===== src/rtl/bank_readout_scheduler.sv =====
// rtl/bank_readout_scheduler.sv - drains ping-pong capture banks oldest-first onto a valid/ready stream.
// Optional READOUT_HEADER_EN prepends a {bank, len} header word (flagged by out_first) to each job.
module bank_readout_scheduler #(
    parameter int DEPTH  = 200,
    parameter int ADDR_W = 9,
    parameter int DATA_W = 16
) (
    input  logic              clk,
    input  logic              reset,
    input  logic              bank0_full,
    input  logic              bank1_full,
    input  logic              mem_done,
    input  logic              wr_bank,
    input  logic [7:0]        idx_final,
    output logic [ADDR_W-1:0] rd_addr,
    output logic              rd_en,
    input  logic [DATA_W-1:0] rd_data,
    output logic [DATA_W-1:0] out_data,
    output logic              out_valid,
    input  logic              out_ready,
    output logic              out_last,
`ifdef READOUT_HEADER_EN
    output logic              out_first,
`endif
    output logic              job_bank,
    output logic              busy,
    output logic [1:0]        bank_release,
    output logic              overrun
);

    localparam int IDX_W = ADDR_W - 1;

    typedef enum logic [2:0] {S_IDLE, S_LOAD, S_READ, S_DRAIN, S_DONE} state_t;

    state_t              r_state;
    state_t              w_state_nxt;
    logic [1:0]          r_pending;
    logic                r_first;
    logic [ADDR_W-1:0]   r_len0;
    logic [ADDR_W-1:0]   r_len1;
    logic                r_job_bank;
    logic [ADDR_W-1:0]   r_job_len;
    logic [IDX_W-1:0]    r_idx;
    logic                r_rd_pend;
    logic                r_rd_last;
    logic                r_overrun;
    logic [DATA_W-1:0]   r_fifo_data [2];
    logic [1:0]          r_fifo_last;
    logic                r_wptr;
    logic                r_rptr;
    logic [1:0]          r_cnt;

    logic [1:0]          w_req;
    logic [1:0]          w_clash;
    logic [1:0]          w_active;
    logic [1:0]          w_accept;
    logic [1:0]          w_drop;
    logic [1:0]          w_pend_clr;
    logic [1:0]          w_pend_nxt;
    logic                w_first_nxt;
    logic                w_act;
    logic                w_load;
    logic [ADDR_W-1:0]   w_done_len;
    logic [ADDR_W-1:0]   w_sel_len;
    logic                w_pop;
    logic                w_push;
    logic [DATA_W-1:0]   w_push_data;
    logic                w_push_last;
    logic [2:0]          w_occ;
    logic                w_rd_en;
    logic                w_rd_last;

    // Full wins over a same-cycle end-of-capture for the same bank; the loser is an overrun.
    assign w_req      = {bank1_full | (mem_done & wr_bank), bank0_full | (mem_done & ~wr_bank)};
    assign w_clash    = {bank1_full & mem_done & wr_bank, bank0_full & mem_done & ~wr_bank};
    assign w_act      = (r_state == S_READ) || (r_state == S_DRAIN) || (r_state == S_DONE);
    assign w_active   = {w_act & r_job_bank, w_act & ~r_job_bank};
    assign w_accept   = w_req & ~(r_pending | w_active);
    assign w_drop     = (w_req & (r_pending | w_active)) | w_clash;
    assign w_done_len = ADDR_W'(idx_final) + ADDR_W'(1);
    assign w_load     = (r_state == S_LOAD);
    assign w_sel_len  = r_first ? r_len1 : r_len0;

    // r_first always names the oldest pending bank, so LOAD simply takes it.
    assign w_pend_clr = r_pending & ~(w_load ? (r_first ? 2'b10 : 2'b01) : 2'b00);
    assign w_pend_nxt = w_pend_clr | w_accept;

    always_comb begin
        w_first_nxt = r_first;
        case (w_pend_clr)
            2'b00:   w_first_nxt = ~w_accept[0];
            2'b01:   w_first_nxt = 1'b0;
            2'b10:   w_first_nxt = 1'b1;
            default: w_first_nxt = r_first;
        endcase
    end

    assign w_pop     = out_valid & out_ready;
    assign w_occ     = {1'b0, r_cnt} + {2'b00, r_rd_pend};
    assign w_rd_en   = (r_state == S_READ) && (w_occ < (3'd2 + {2'b00, w_pop}));
    assign w_rd_last = w_rd_en && ({1'b0, r_idx} == (r_job_len - ADDR_W'(1)));

    always_comb begin
        w_state_nxt = r_state;
        case (r_state)
            S_IDLE:  if (|w_pend_nxt) w_state_nxt = S_LOAD;
            S_LOAD:  w_state_nxt = S_READ;
            S_READ:  if (w_rd_last) w_state_nxt = S_DRAIN;
            S_DRAIN: if (w_pop && out_last) w_state_nxt = S_DONE;
            S_DONE:  w_state_nxt = S_IDLE;
            default: w_state_nxt = S_IDLE;
        endcase
    end

    always_ff @(posedge clk) begin
        if (reset) r_state <= S_IDLE;
        else       r_state <= w_state_nxt;
    end

    always_ff @(posedge clk) begin
        if (reset) begin
            r_pending  <= 2'b00;
            r_first    <= 1'b0;
            r_len0     <= '0;
            r_len1     <= '0;
            r_job_bank <= 1'b0;
            r_job_len  <= '0;
            r_idx      <= '0;
            r_rd_pend  <= 1'b0;
            r_rd_last  <= 1'b0;
            r_overrun  <= 1'b0;
        end else begin
            r_pending <= w_pend_nxt;
            r_first   <= w_first_nxt;
            r_overrun <= |w_drop;
            if (w_accept[0]) r_len0 <= bank0_full ? ADDR_W'(DEPTH) : w_done_len;
            if (w_accept[1]) r_len1 <= bank1_full ? ADDR_W'(DEPTH) : w_done_len;
            if (w_load) begin
                r_job_bank <= r_first;
                r_job_len  <= w_sel_len;
                r_idx      <= '0;
            end else if (w_rd_en && !w_rd_last) begin
                r_idx <= r_idx + IDX_W'(1);
            end
            r_rd_pend <= w_rd_en;
            r_rd_last <= w_rd_last;
        end
    end

`ifdef READOUT_HEADER_EN
    logic [1:0] r_fifo_first;
    // The previous job has fully drained before LOAD, so the header never collides with read data.
    assign w_push      = r_rd_pend | w_load;
    assign w_push_data = w_load ? {r_first, w_sel_len, {(DATA_W-ADDR_W-1){1'b0}}} : rd_data;
    assign w_push_last = w_load ? 1'b0 : r_rd_last;
    assign out_first   = out_valid & r_fifo_first[r_rptr];

    always_ff @(posedge clk) begin
        if (reset)       r_fifo_first <= 2'b00;
        else if (w_push) r_fifo_first[r_wptr] <= w_load;
    end
`else
    assign w_push      = r_rd_pend;
    assign w_push_data = rd_data;
    assign w_push_last = r_rd_last;
`endif

    always_ff @(posedge clk) begin
        if (reset) begin
            r_fifo_data[0] <= '0;
            r_fifo_data[1] <= '0;
            r_fifo_last    <= 2'b00;
            r_wptr         <= 1'b0;
            r_rptr         <= 1'b0;
            r_cnt          <= 2'b00;
        end else begin
            if (w_push) begin
                r_fifo_data[r_wptr] <= w_push_data;
                r_fifo_last[r_wptr] <= w_push_last;
                r_wptr              <= ~r_wptr;
            end
            if (w_pop) r_rptr <= ~r_rptr;
            r_cnt <= r_cnt + {1'b0, w_push} - {1'b0, w_pop};
        end
    end

    assign out_valid    = (r_cnt != 2'b00);
    assign out_data     = r_fifo_data[r_rptr];
    assign out_last     = out_valid & r_fifo_last[r_rptr];
    assign rd_en        = w_rd_en;
    assign rd_addr      = (r_state == S_READ) ? {r_job_bank, r_idx} : '0;
    assign job_bank     = r_job_bank;
    assign busy         = (r_state != S_IDLE) || out_valid;
    assign bank_release = (r_state == S_DONE) ? (r_job_bank ? 2'b10 : 2'b01) : 2'b00;
    assign overrun      = r_overrun;

endmodule


===== config.mk =====
export PLATFORM = sky130hd
export DESIGN_NAME = bank_readout_scheduler
export DESIGN_NICKNAME = d
export VERILOG_FILES = /design/src/rtl/bank_readout_scheduler.sv
export SDC_FILE = /design/constraint.sdc
export NUM_CORES = 1
export LEC_CHECK = 0
export CORE_ASPECT_RATIO = 0.7
export CORE_MARGIN = 3
export CORE_UTILIZATION = 56
export CTS_BUF_LIST = sky130_fd_sc_hd__clkbuf_8
export DETAILED_ROUTE_END_ITERATION = 10
export PLACE_DENSITY = 0.79
export SYNTH_ARGS = -nofsm -noshare
export SYNTH_HDL_FRONTEND = slang
export SYNTH_SLANG_ARGS = --single-unit

===== constraint.sdc =====
create_clock -name clk -period 2.55 [get_ports clk]
set_input_delay 0.6375 -clock clk [delete_from_list [all_inputs] [get_ports clk]]
set_output_delay 0.6375 -clock clk [all_outputs]
set_load 0.05 [all_outputs]

* Yosys cells after proc, flatten, opt, wreduce, memory -nomap -nowiden
Memories as Yosys holds them, arrays and structs flattened. A register that Yosys moved wholly into a read port is not among the register bits.
Cells that the tools add are included.
** Word-level totals
- Logic and storage cells :: 109
- Flip-flop bits (word level) :: 51
- Memories :: 1
- Bits in writable memories :: 32
** Cells by class
- Bitwise logic cells :: 25
- $lt $le $gt $ge :: 4
- Add/sub/neg operators :: 7
- Multiplexer cells :: 28
- Eq/ne operators :: 10
- Reductions and logical operators :: 19
** Memories
- r_fifo_data :: depth 2, width 16, rd ports 1, clocked after memory_dff 1, write ports 2, line 47 : logic [DATA_W-1:0] r_fifo_data [2];
** Operators by type and width (count)
- $mux 9 :: 4
- $mux 16 :: 1
- $reduce_or 16->1 :: 1
- $mux 1 :: 12
- $pmux 3 s4 :: 1
- $and 1x1->1 :: 10
- $add 8x1->9 const B :: 1
- $eq 8x9->1 :: 1
- $mux 3 :: 3
- $sub 9x1->9 const B :: 1
- $add 8x1->8 const B :: 1
- $mux 2 :: 4
- $and 2x2->2 :: 3
- $eq 3x2->1 const B :: 2
- $or 2x2->2 :: 3
- $reduce_bool 3->1 :: 2
- $reduce_or 2->1 :: 3
- $logic_and 1x1->1 :: 5
- $not 1->1 :: 5
- $lt 1x2->1 const B :: 2
- $ne 2x2->1 const B :: 2
- $not 2->2 :: 2
- $add 2x1->3 :: 1
- $add 2x1->3 const A :: 1
- 19 further kinds :: 22

* Depth between registers and ports, before layout
- Depth in word-level cells :: 11
- Gate-level depth with buffers :: 10
- Gate-level depth less buffers :: 8

* Worst setup path after synthesis
No wires, ideal clock.
- Path type :: input to register
- Start :: in out_ready
- End :: reg r_idx[4]
- Path buffers :: 0
- Path slack :: 418 ps
- Cell stages on the path :: 7
- Setup time :: 72 ps
- Arrival :: 2061 ps
- Cells stage by stage :: o21ai_0 o21a_1 or2_4 inv_2 a32oi_4 a21oi_1 mux2i_1
** On the way
- Word-level cells in the longest chain between the ends :: 7
** RTL lines
- from (decl) :: line 20 : input logic out_ready,
- $and 1x1->1 * :: line 98 : assign w_pop = out_valid & out_ready;
- $add 2x1->3 * :: line 100 : assign w_rd_en = (r_state == S_READ) && (w_occ < (3'd2 + {2'b00, w_pop}));
- $lt 3x3->1 * :: line 100
- $logic_and 1x1->1 * :: line 100
- named net rd_en :: line 16 : output logic rd_en,
- $logic_and 1x1->1 :: line 101 : assign w_rd_last = w_rd_en && ({1'b0, r_idx} == (r_job_len - ADDR_W'(1)));
- $logic_not 1->1 :: line 142 : end else if (w_rd_en && !w_rd_last) begin
- $logic_and 1x1->1 * :: line 142
- to (signal assigned) :: line 143 : r_idx <= r_idx + IDX_W'(1);
- to (decl) :: line 43 : logic [IDX_W-1:0] r_idx;
Mark *: on every way through the listed nets, which the timed path passes. The rest lies on a longest branch.
A chain may end at the register's enable or synchronous reset.

* Final worst setup path
- Start :: in out_ready
- End :: out rd_en
** On the way
- Word-level cells in the longest chain between the ends :: 4
** RTL lines (line)
- $and 1x1->1 :: 98
- $add 2x1->3 :: 100
- $lt 3x3->1 :: 100
- $logic_and 1x1->1 :: 100
- to (decl) :: 16
No other way between the ends.

==> out/summary.txt <==
status: finished clean
Pleak: 2.153 nW
syn avg cell area: 9.910 um^2
cts bufs inserted: 9
I/O pin count: 64
Nets: 554
RR Endpoint: r_idx[6]$_SDFFE_PP0P_
DP Wirelength: 7025 um
CTS tree: built
Rel. slew slack: 0.6128
M1 wire length: 4605 um
P per Cell Area: 780.0 nW/um^2
core area: 7417 um^2
RSZ-0062 raised after global routing: yes
Setup TNS Final: 0 ps
drt pass-1 iters: 5
Post-CTS Setup Bufs: 0
GR Overflow Total: 0
die span in y: 79.83 um
Synth Cell Area: 4360 um^2
Antenna Cells: 0
EDFF count, synth: 32
hold-critical path depth: 2
Finished Core Util: 0.7362
FF-to-FF Start: r_job_len[0]$_SDFFE_PP0P_
Max Fclk: 395.9 MHz
Critical Path End Type: primary output
H-tree depth: 3
RD Place Congestion: 0.8175
worst path required time: 1910 ps
minimum clock period: 2526 ps
Max Slew Vio Count: 0
most frequent cells in the layout: nor2_1, dfxtp_1, and2_1
clock slew at reported path FFs: 80 ps
crit-path max cell delay: 450 ps
Routed Antenna Nets: 0
aggregate global-route resource usage: 0.2186
Inst Count DP: 601
Final Skew: 9.928 ps
PostCTS Resize Cnt: 1
antenna violations before repair: 0
DR WL met2: 4337 um
Post-CTS Hold Buffers: 0
Remaining DRCs: 0
met3 WL post-DR: 554 um
vias: 3476
Initial Utilization: 0.5879
vias in the first global route: 3303
top_reg_cell synth: dfxtp_1
WHS: 461.6 ps
crit-path cells: clkdlybuf4s50_1, o21ai_0, o21a_1, or2_4, inv_2, buf_12
Worst VDD drop: 0.4065 mV
first-pass GRT wire length: 15620 um
Post-Layout Cell Count: 617
Die X-Extent: 111.5 um
Least-Margin Pin Slew: 572.8 ps
max-cap check violation count: 0
die area: 8899 um^2
layout cells sized above 1: 0.1908
sequential area share after synthesis: 0.4591
CP max-delay cell: clkdlybuf4s50_1
number of cells produced by synthesis: 440
largest net degree at the start of global routing: 26
endpoints failing hold: 0
clk_lat worst skew: 360 ps
routed wire length: 9599 um
R2R Setup Slk: 290 ps
startpoint types: input port
DR vias/cell: 5.634
period utilisation layout: 0.9906
Clock Sinks: 84
Min-Delay Startpoint: r_len1[8]$_SDFFE_PP0P_
First DRT Iteration DRCs: 162
Critical Path AT: 1890 ps
Finish-stage setup viols: 0
YS warnings: 0
P&R area growth vs syn: 25.22%
Netlist cell types: 60
HP Class: reg -> reg
Rows: 26
syn_nets: 480
root buffer cell: clkbuf_8
drt wl/cell: 15.56 um
clk buf depth: 2
crit-path max FO: 2
I/O Buffers: 63
FF+latch count, synth: 84
kind of critical path: in -> out
hold path endpoint: r_len1[8]$_SDFFE_PP0P_
async set or reset register ratio after synthesis: 0
Max Used Layer: met4
FF-to-FF path depth: 9
==> layer usage <==
metal / up-vias / track usage
li1: 1698 / -
met1: 1672 / 0.3049
met2: 94 / 0.3387
met3: 12 / 0.05227
met4: 0 / 0.06683
met5: - / 0
==> flip-flops by register name (all words and copies together), names as in the netlist, 2 cells and up, named ones only <==
register,cells
r_len0,9
r_fifo_last,2
r_pending,2
r_len1,9
r_job_len,9
r_fifo_data,32
r_cnt,2
r_state,3
r_idx,8
==> worst max-delay path: cells and delay by family <==
| kind | cells | cell delay, ps |
|---|---|---|
| AOI/OAI and AO/OA | 2 | 310 |
| buffers and inverters | 3 | 680 |
| and+or+nand+nor | 1 | 250 |
==> power by group <==
group          switching, mW  internal, mW  total, mW
Combinational          0.988         0.672       1.66
Sequential             0.135          1.54       1.67
Clock                  0.478         0.449      0.928
Total                   1.60          2.66       4.26
==> final cells by class <==
class                           instances  area [um^2]
Clock inverter                          7        66.31
Tap cell                               98        122.6
Multi-Input combinational cell        319         2206
Fill cell                             531         1957
Timing Repair Buffer                   83        874.6
Clock buffer                            9        123.9
Sequential cell                        84         2003
Inverter                               17        63.81
==> through the flow <==
step / setup slack, ps / power (mW) / area (um^2)
after floorplan: 417.8 / 2.873 / 4360
after global placement: 37.95 / 3.314 / 5268
after detailed placement: 30.18 / 3.360 / 5268
after CTS: 10.23 / 4.278 / 5456
after global routing: -2.955 / 4.479 / 5460
final: 24.07 / 4.259 / 5460
==> synthesized netlist by cell type, types with 12 or more instances <==
cell type | instances | share of area
nor3_1 | 16 | 0.018
dfxtp_1 | 52 | 0.24
nand2_1 | 23 | 0.020
mux2i_1 | 20 | 0.046
mux2_2 | 16 | 0.041
clkbuf_1 | 12 | 0.010
inv_1 | 16 | 0.014
nor2_1 | 51 | 0.044
a21oi_1 | 20 | 0.023
and2_1 | 43 | 0.062
a211oi_1 | 14 | 0.024
edfxtp_1 | 32 | 0.22
==> kinds of logic after synthesis <==
logic type                 synth area share
and+or+nand+nor                      0.2433
DFF                                  0.4591
AOI/OAI and AO/OA                    0.1142
buffers and inverters               0.03615
xor gates and xnor gates            0.03415
muxes                               0.08723
adders and majority gates           0.02583
==> worst max path at each step <==
stage | start | end | slack [ps] | cells past startpoint
after floorplan | out_ready | r_idx[4]$_SDFFE_PP0P_ | 420 | 7
after global placement | out_ready | rd_en | 40 | 6
after detailed placement | out_ready | rd_en | 30 | 6
after CTS | r_rd_pend$_SDFF_PP0_ | rd_en | 10 | 6
after global routing | out_ready | rd_en | -3 | 6
final | out_ready | rd_en | 20 | 6
Power figures use the tool's default switching activity.
